File: config.mk
export PLATFORM = sky130hd
export DESIGN_NAME = gpio_in_debounce
export DESIGN_NICKNAME = d
export VERILOG_FILES = /design/src/rtl/gpio_in_debounce.sv
export SDC_FILE = /design/constraint.sdc
export NUM_CORES = 1
export LEC_CHECK = 0
export ABC_AREA = 1
export CORE_MARGIN = 2
export CORE_UTILIZATION = 60
export CTS_BUF_LIST = sky130_fd_sc_hd__clkbuf_4 sky130_fd_sc_hd__clkbuf_8
export DETAILED_ROUTE_END_ITERATION = 10
export PLACE_DENSITY = 0.92
export SETUP_SLACK_MARGIN = 0.4
export SLEW_MARGIN = 10
export SYNTH_ARGS = -nofsm -noshare
export SYNTH_HDL_FRONTEND = slang
export SYNTH_SLANG_ARGS = --single-unit
File: constraint.sdc
create_clock -name clk_i -period 4.4 [get_ports clk_i]
set_clock_uncertainty 0.1 [all_clocks]
set_input_delay 1.32 -clock clk_i [delete_from_list [all_inputs] [get_ports clk_i]]
set_output_delay 1.32 -clock clk_i [all_outputs]
set_load 0.05 [all_outputs]
File: src/rtl/gpio_in_debounce.sv
// Switch/button input conditioner: per-bit 2-FF synchronizer, prescaled debounce filter,
// edge pulses and change strobe. Define GPIO_DEB_EVENT_LATCH_EN for sticky W1C event flags.
module gpio_in_debounce #(
   parameter int               WIDTH        = 16,
   parameter int               TICK_DIV     = 100000,
   parameter int               STABLE_TICKS = 8,
   parameter logic [WIDTH-1:0] RESET_VAL    = '0
) (
   input  logic             clk_i,
   input  logic             arst_n_i,
   input  logic [WIDTH-1:0] raw_i,
   output logic [WIDTH-1:0] filt_o,
   output logic [WIDTH-1:0] rise_o,
   output logic [WIDTH-1:0] fall_o,
   output logic             change_o,
   output logic [WIDTH-1:0] evt_o,
   input  logic [WIDTH-1:0] evt_ack_i,
   output logic             irq_o
);

   localparam int             PW     = (TICK_DIV > 1) ? $clog2(TICK_DIV) : 1;
   localparam int             CW     = $clog2(STABLE_TICKS);
   localparam logic [PW-1:0]  P_LAST = PW'(TICK_DIV - 1);
   localparam logic [CW-1:0]  C_LAST = CW'(STABLE_TICKS - 1);

   logic [WIDTH-1:0] r_sync1;
   logic [WIDTH-1:0] r_sync2;
   logic [PW-1:0]    r_pcnt;
   logic [CW-1:0]    r_cnt [WIDTH];
   logic [WIDTH-1:0] r_filt;
   logic [WIDTH-1:0] r_rise;
   logic [WIDTH-1:0] r_fall;
   logic             r_change;

   logic             w_tick;
   logic [WIDTH-1:0] w_diff;
   logic [WIDTH-1:0] w_accept;

   always_ff @(posedge clk_i or negedge arst_n_i) begin
      if (!arst_n_i) begin
         r_sync1 <= RESET_VAL;
         r_sync2 <= RESET_VAL;
      end else begin
         r_sync1 <= raw_i;
         r_sync2 <= r_sync1;
      end
   end

   // Free-running prescaler; with TICK_DIV=1 P_LAST is 0 and the tick fires every cycle.
   assign w_tick = (r_pcnt == P_LAST);

   always_ff @(posedge clk_i or negedge arst_n_i) begin
      if (!arst_n_i) begin
         r_pcnt <= '0;
      end else if (w_tick) begin
         r_pcnt <= '0;
      end else begin
         r_pcnt <= r_pcnt + PW'(1);
      end
   end

   assign w_diff = r_sync2 ^ r_filt;

   always_comb begin
      w_accept = '0;
      for (int i = 0; i < WIDTH; i++) begin
         w_accept[i] = w_diff[i] & w_tick & (r_cnt[i] == C_LAST);
      end
   end

   always_ff @(posedge clk_i or negedge arst_n_i) begin
      if (!arst_n_i) begin
         for (int i = 0; i < WIDTH; i++) begin
            r_cnt[i] <= '0;
         end
      end else begin
         for (int i = 0; i < WIDTH; i++) begin
            if (!w_diff[i] || w_accept[i]) begin
               r_cnt[i] <= '0;
            end else if (w_tick) begin
               r_cnt[i] <= r_cnt[i] + CW'(1);
            end
         end
      end
   end

   // Pulses are registered alongside filt so they mark the first cycle of the new level.
   always_ff @(posedge clk_i or negedge arst_n_i) begin
      if (!arst_n_i) begin
         r_filt   <= RESET_VAL;
         r_rise   <= '0;
         r_fall   <= '0;
         r_change <= 1'b0;
      end else begin
         r_filt   <= r_filt ^ w_accept;
         r_rise   <= w_accept & r_sync2;
         r_fall   <= w_accept & ~r_sync2;
         r_change <= |w_accept;
      end
   end

   assign filt_o   = r_filt;
   assign rise_o   = r_rise;
   assign fall_o   = r_fall;
   assign change_o = r_change;

`ifdef GPIO_DEB_EVENT_LATCH_EN
   logic [WIDTH-1:0] r_evt;

   // A new edge outranks an acknowledge landing on the same bit.
   always_ff @(posedge clk_i or negedge arst_n_i) begin
      if (!arst_n_i) begin
         r_evt <= '0;
      end else begin
         r_evt <= (r_evt & ~evt_ack_i) | r_rise | r_fall;
      end
   end

   assign evt_o = r_evt;
   assign irq_o = |r_evt;
`else
   logic w_unused_ack;

   assign w_unused_ack = ^evt_ack_i;
   assign evt_o        = '0;
   assign irq_o        = r_change;
`endif

endmodule

==> metrics.md <==
| Metric | Value |
|---|---|
| Run status | `complete, no violations` |
| Top-area cell type share of the netlist area | `0.5589` |
| List of cells traversed by the critical path | `clkdlybuf4s50_1` |
| Top cells by area, synth | `sky130_fd_sc_hd__dfrtp_1 56%, sky130_fd_sc_hd__ha_1 6.3%, sky130_fd_sc_hd__nand2_1 5.5%` |
| Cell type of the slowest stage on the worst timing path | `sky130_fd_sc_hd__clkdlybuf4s50_1` |
| Setup repair after global routing missed its margin | `no` |
| Wire length of the first global-routing pass | `21450 um` |
| Clock root buffer master | `sky130_fd_sc_hd__clkbuf_8` |
| Number of distinct library cells after synthesis | `33` |
| Via count | `4662` |
| Total design power | `0.002669 W` |
| Async set-reset flop share out of synthesis | `1.000` |
| Clk sink count | `146` |
| Crit end category | `primary output` |
| Total standard cell area after synthesis | `6538 um^2` |
| Highest clock frequency the design can meet | `0.3222 GHz` |
| Worst-case clock buffer depth | `2` |
| Die area | `11750 um^2` |
| Initial core utilization | `0.6084` |
| Vias in the first global route | `4886` |
| LEAKAGE | `4.249 nW` |
| Hold violation total from the final report | `0` |
| Boundary Pins | `100` |
| Number of gates resized after cts | `0` |
| Length of the first detailed-routing pass in iterations | `5` |
| Logic pwr share | `0.040` |
| Global router's overall resource usage | `0.2381` |
| Final ANT Viol Nets | `0` |
| Psw | `0.0005606 W` |
| Placed Cells incl. Taps | `855` |
| Fin. max-slew vios | `0` |
| PwrDens | `346.7 nW/um^2` |
| Number of buffers inserted during clock tree synthesis | `17` |
| Hold buffer count at cts | `0` |
| Post-DP Area | `7242 um^2` |
| Area inside the core boundary | `10750 um^2` |
| Switching Fraction | `0.2100` |
| Total non-filler cell area in the finished layout | `7699 um^2` |
| Synth Area per Inst | `9.890 um^2` |
| Setup violations, final | `0` |
| Antenna cell count | `0` |
| Minimum clock period after layout | `3.104 ns` |
| Pin count of the biggest net entering global routing | `85` |
| Placed wire-length estimate after detailed placement | `8401 um` |
| Die span in y | `108.4 um` |
| Crit path largest cell delay | `0.84 ns` |
| Crit path max fanout | `4` |
| DRC marker count from the first detailed-route iteration | `350` |
| Filler cell count in the final layout | `736` |
| Path class of the lowest-slack min-delay path | `reg -> reg` |
| Yosys top cell by area | `sky130_fd_sc_hd__dfrtp_1` |
| Clock transition time at the flip-flop clock pins of the worst setup and hold paths | `0.07 ns` |
| Final setup TNS | `0 ns` |
| H-tree Lvls | `4` |
| Initial antenna violation count | `0` |
| Layout Nets | `801` |
| Number of input and output port buffers inserted | `67` |
| Worst-Skew Late Latency | `0.44 ns` |
| Post-synthesis sequential element count | `146` |
| Depth of the critical timing path with buffers and inverters included | `1` |
| Most numerous cell types in the synthesized netlist | `146 x sky130_fd_sc_hd__dfrtp_1, 96 x sky130_fd_sc_hd__nand2_1, 81 x sky130_fd_sc_hd__nor2_1, 70 x sky130_fd_sc_hd__nand3_1, 67 x sky130_fd_sc_hd__inv_1` |
| Total Routed Length | `12630 um` |
| Part of the power in the clock network | `0.450` |
| Data required time of the worst path | `2.98 ns` |
| Final period util | `0.7055` |
| Worst path bufs/invs | `1` |
| Synthesized instance count | `661` |
| Post-CTS setup repair buffer count | `0` |
| Most numerous cell in the Yosys netlist | `sky130_fd_sc_hd__dfrtp_1` |
| Worst supply voltage drop on vdd | `0.0002557 V` |
| Category of cells accounting for the largest share of critical-path delay | `buffers and inverters` |
| Synthesis-to-finish area growth | `17.76%` |
| Wire per inst | `14.25 um` |
| Int Pwr | `0.002108 W` |
| Die Span X | `108.4 um` |
| Post-route worst setup slack | `1.296 ns` |
| Max-slew headroom | `0.5009` |
| Main synth FF type | `sky130_fd_sc_hd__dfrtp_1` |
| Crit start category | `flop` |
| Global-route congestion overflow total | `0` |
| Worst reg2reg path depth | `12` |
| Number of DRC violations after detailed routing | `0` |
| Placement-stage worst setup slack | `1.607 ns` |
| Number of synthesis warnings | `0` |
| Fraction of final layout cells sized beyond drive strength 1 | `0.1220` |
| Number of rows created at floorplan | `38` |
| Count of flip-flops with a built-in enable after synthesis | `0` |
| RePlAce Congestion | `0.7484` |
| Measured slew at the worst slew-check pin | `0.7487 ns` |
| Max Cap Viol | `0` |
| Worst Hold Depth | `0` |
| Share of synthesized area occupied by flip-flops and latches | `0.5589` |
| CTS tree | `built` |
| Post-DR vias/cell | `5.262` |
| Startpoint-to-endpoint class of the critical path | `reg -> out` |
| Critical Path AT | `1.68 ns` |
| Proportion of power drawn by flip-flops and latches | `0.510` |
| Non-Filler Instances | `886` |
state kept, by name, summed over array words and instances, names as in the netlist:
signal	cells
r_cnt	48
fall_o	16
rise_o	16
change_o	1
r_pcnt	17
r_sync2	16
filt_o	16
r_sync1	16
per-layer routing:
| metal | share of wire | global-route usage |
|---|---|---|
| met1 | 0.40 | 0.2662 |
| met2 | 0.53 | 0.4259 |
| met3 | 0.047 | 0.07052 |
| met4 | 0.017 | 0.09524 |
| met5 | 0 | 0 |
cell type report:
| cell class | count | area, um^2 | share of cell area |
|---|---|---|---|
| clock inverter | 13 | 215.2 | 0.02795 |
| inverter | 82 | 325.3 | 0.04226 |
| clock buffer | 18 | 241.5 | 0.03137 |
| tap | 140 | 175.2 | 0.02275 |
| multi-input combinational | 419 | 2396 | 0.3112 |
| timing repair buffer | 68 | 691.9 | 0.08987 |
| sequential | 146 | 3654 | 0.4746 |
power by group through the flow:
stage,registers (W),logic (W),clock network (W)
final,0.00136,0.000107,0.00120
after detailed placement,0.00139,0.000107,0
after global placement,0.00139,0.000103,0
after global routing,0.00136,0.000119,0.00129
after CTS,0.00136,0.000108,0.00122
after floorplan,0.00139,0.0000689,0
placed cells by master (no fill, tap or decap), drive strengths merged:
cell type | synthesis | layout
a21oi | 20 | 20
and3 | 1 | 1
buf | 26 | 2
bufinv | 0 | 6
clkbuf | 3 | 18
clkdlybuf4s50 | 0 | 66
clkinv | 10 | 17
conb | 1 | 16
dfrtp | 146 | 146
ha | 33 | 33
inv | 72 | 72
nand2 | 110 | 110
nand3 | 70 | 70
nand4 | 17 | 17
nor2 | 85 | 85
nor3 | 18 | 18
nor3b | 1 | 1
nor4 | 1 | 1
o21ai | 7 | 7
o22ai | 1 | 1
or2 | 15 | 15
xnor2 | 1 | 1
xor2 | 23 | 23
kinds of logic (layout without fill, tap and decap cells):
family / count (synthesis) / after routing / share of synthesized area
flip-flops: 146 / 146 / 0.5589
other: 1 / 16 / 0.0005736
AND/OR/NAND/NOR: 318 / 318 / 0.2346
XOR/XNOR: 24 / 24 / 0.03215
AO/OA/AOI/OAI: 28 / 28 / 0.02737
adder cells (fa/ha/maj): 33 / 33 / 0.06316
buffers and inverters: 111 / 181 / 0.08325
final timing paths:
kind | end | startpoint | slack (ns)
worst max-delay path | filt_o[2] | filt_o[2] | 1.30
worst min-delay path | r_sync2[4] | r_sync1[4] | 0.25
worst max register to register | r_cnt[44] | r_pcnt[0] | 1.51
worst min register to register | r_sync2[4] | r_sync1[4] | 0.25
max in group asynchronous | filt_o[11] | arst_n_i | 2.60
min in group asynchronous | filt_o[13] | arst_n_i | 0.81
through the flow:
step                        util  hold WS (ns)
after floorplan                -        0.2312
after global placement    0.6740        0.2323
after detailed placement  0.6740        0.2355
after CTS                 0.7165        0.2526
after global routing      0.7165        0.2576
final                     0.7165        0.2467
(Power assumes the default switching activity.)
==> patch, RTL diff (same settings) <==
The parameter `TICK_DIV` goes from 100000 to 400000.
--- a/src/rtl/gpio_in_debounce.sv
+++ b/src/rtl/gpio_in_debounce.sv
@@ -4,3 +4,3 @@
    parameter int               WIDTH        = 16,
-   parameter int               TICK_DIV     = 100000,
+   parameter int               TICK_DIV     = 400000,
    parameter int               STABLE_TICKS = 8,
Check against the original RTL: no difference found for any inputs over 10 cycles, from zero or initial values and one cycle with arst_n_i low; that may be too few to reach the edited logic, so the function may still have changed.
==> patch against the original RTL <==
- design area down 0.83%
- area after synthesis down 1.2%
- routed wire length up 0.94%
- worst setup slack worse by 0.048 ns
- power up 0.66%
- worst hold slack better by 0.0039 ns
- first-iteration DRC count down 25%
- sequential cell count up 2
==> patch: results (changes against the original RTL) <==
| Metric | Value |
|---|---|
| Tot GR Track Use | 0.245 (+0.00736) |
| Slew headroom | 0.514 (+0.0130) |
| Synth unique cells | 22 (-33%) |
| Reg2Reg Depth | 9 (-3) |
| Synth area leaders | dfrtp_1, nand2_1, ha_1 |
| Setup slack, reg-to-reg | 1.78 ns (+0.27 ns) |
| First-pass GRT wire length | 21.7 mm (+1.3%) |
| Most frequent cells after synthesis | nand2_1, dfrtp_1, nor2_1, inv_1, nand3_1 |
| Vias in the first global route | 4,828 (-1.2%) |
| DR iter-0 viols | 262 (-25%) |
| Met3 track demand over resource | 0.0654 (-0.00515) |
| Cell Int Power | 2.10 mW (-0.63%) |
| Share of layout cells above drive strength 1 | 0.0501 (-0.0719) |
| Synth Area in Compound Gates | 0.0351 (+0.00770) |
| CP arrival | 1.73 ns (+0.05 ns) |
| Outcome | complete, no violations |
| XOR/XNOR Fraction of Synth Area | 0.0434 (+0.0112) |
| Post-CTS Setup Repair Bufs | 0 (unchanged) |
| Sequential share of the synthesized area | 0.573 (+0.0146) |
| Initial DRT Pass Iterations | 4 (-1) |
| GP Congestion | 0.865 (+16%) |
| Met2 GRT Util | 0.412 (-0.0139) |
| Crit Path Max Fanout | 3 (-1) |
| Biggest regs | r_cnt: 48 flops, r_pcnt: 19 flops |
| Routed len/inst | 13.9 um (-2.3%) |
| Slowest Stage Delay on Critical Path | 0.87 ns (+0.03 ns) |
| Hpwl dp | 8.86 mm (+5.5%) |
| Max IR drop VDD | 0.434 mV (+70%) |
| M1 GR Usage | 0.283 (+0.0169) |
| Pin count of the biggest net entering global routing | 63 (-26%) |
| Total CTS buffers | 17 (unchanged) |
| Total number of vias | 4,670 (+0.17%) |
| Final nets | 833 (+4.0%) |
| Pleak | 3.99 nW (-6.2%) |
| Adder-cell share of the synthesized area | 0.0639 (+0.000771) |
## patch: cell count changes after synthesis, sizes merged, moves of 18 or more
cell   before  now
nand3      70   36
xnor2       1   24
nor2       85  106
o21ai       7   39
nand2     110  157
inv        72   90
## patch: metal layers
layer / up-vias / routed length [um]
met5: - / 0
li1: 2258 / -
met2: 127 / 6640
met4: 0 / 487
met1: 2249 / 5070
met3: 36 / 550
## patch: kinds of logic after synthesis
group,after synthesis
compound gates,45
xor+xnor,32
fa+ha+maj,33
buf+inv,117
flops,148
other cells,1
simple gates,313
## patch: area by class of cell
| type | count | area, um2 |
|---|---|---|
| timing repair buffer | 70 | 719 |
| sequential | 148 | 3700 |
| multi-input combinational | 439 | 2240 |
| tap | 136 | 170 |
| clock inverter | 13 | 206 |
| fill | 716 | 2740 |
| clock buffer | 19 | 255 |
| inverter | 90 | 338 |
## patch: per-stage QoR
| stage | setup slack [ns] | hold slack [ns] | instance area, um2 | std cells |
|---|---|---|---|---|
| after floorplan | 2.09 | 0.231 | 6520 | 704 |
| after global placement | 1.73 | 0.233 | 7170 | 883 |
| after detailed placement | 1.73 | 0.236 | 7170 | 883 |
| after CTS | 1.22 | 0.253 | 7630 | 915 |
| after global routing | 1.19 | 0.257 | 7630 | 915 |
| final | 1.25 | 0.251 | 7630 | 915 |
## patch: power groups by stage
stage / logic (mW) / clock network (mW) / registers, mW
final: 0.106 / 1.20 / 1.38
after global placement: 0.103 / 0 / 1.41
after detailed placement: 0.107 / 0 / 1.41
after global routing: 0.118 / 1.27 / 1.39
after floorplan: 0.0672 / 0 / 1.41
after CTS: 0.108 / 1.22 / 1.38
## patch: worst paths after layout
check,startpoint,end
hold / removal,r_sync1[7],r_sync2[7]
setup / recovery,filt_o[11],filt_o[11]
min in group asynchronous,arst_n_i,r_sync1[14]
hold reg to reg,r_sync1[7],r_sync2[7]
setup reg to reg,r_pcnt[0],r_cnt[36]
max in group asynchronous,arst_n_i,r_sync1[6]
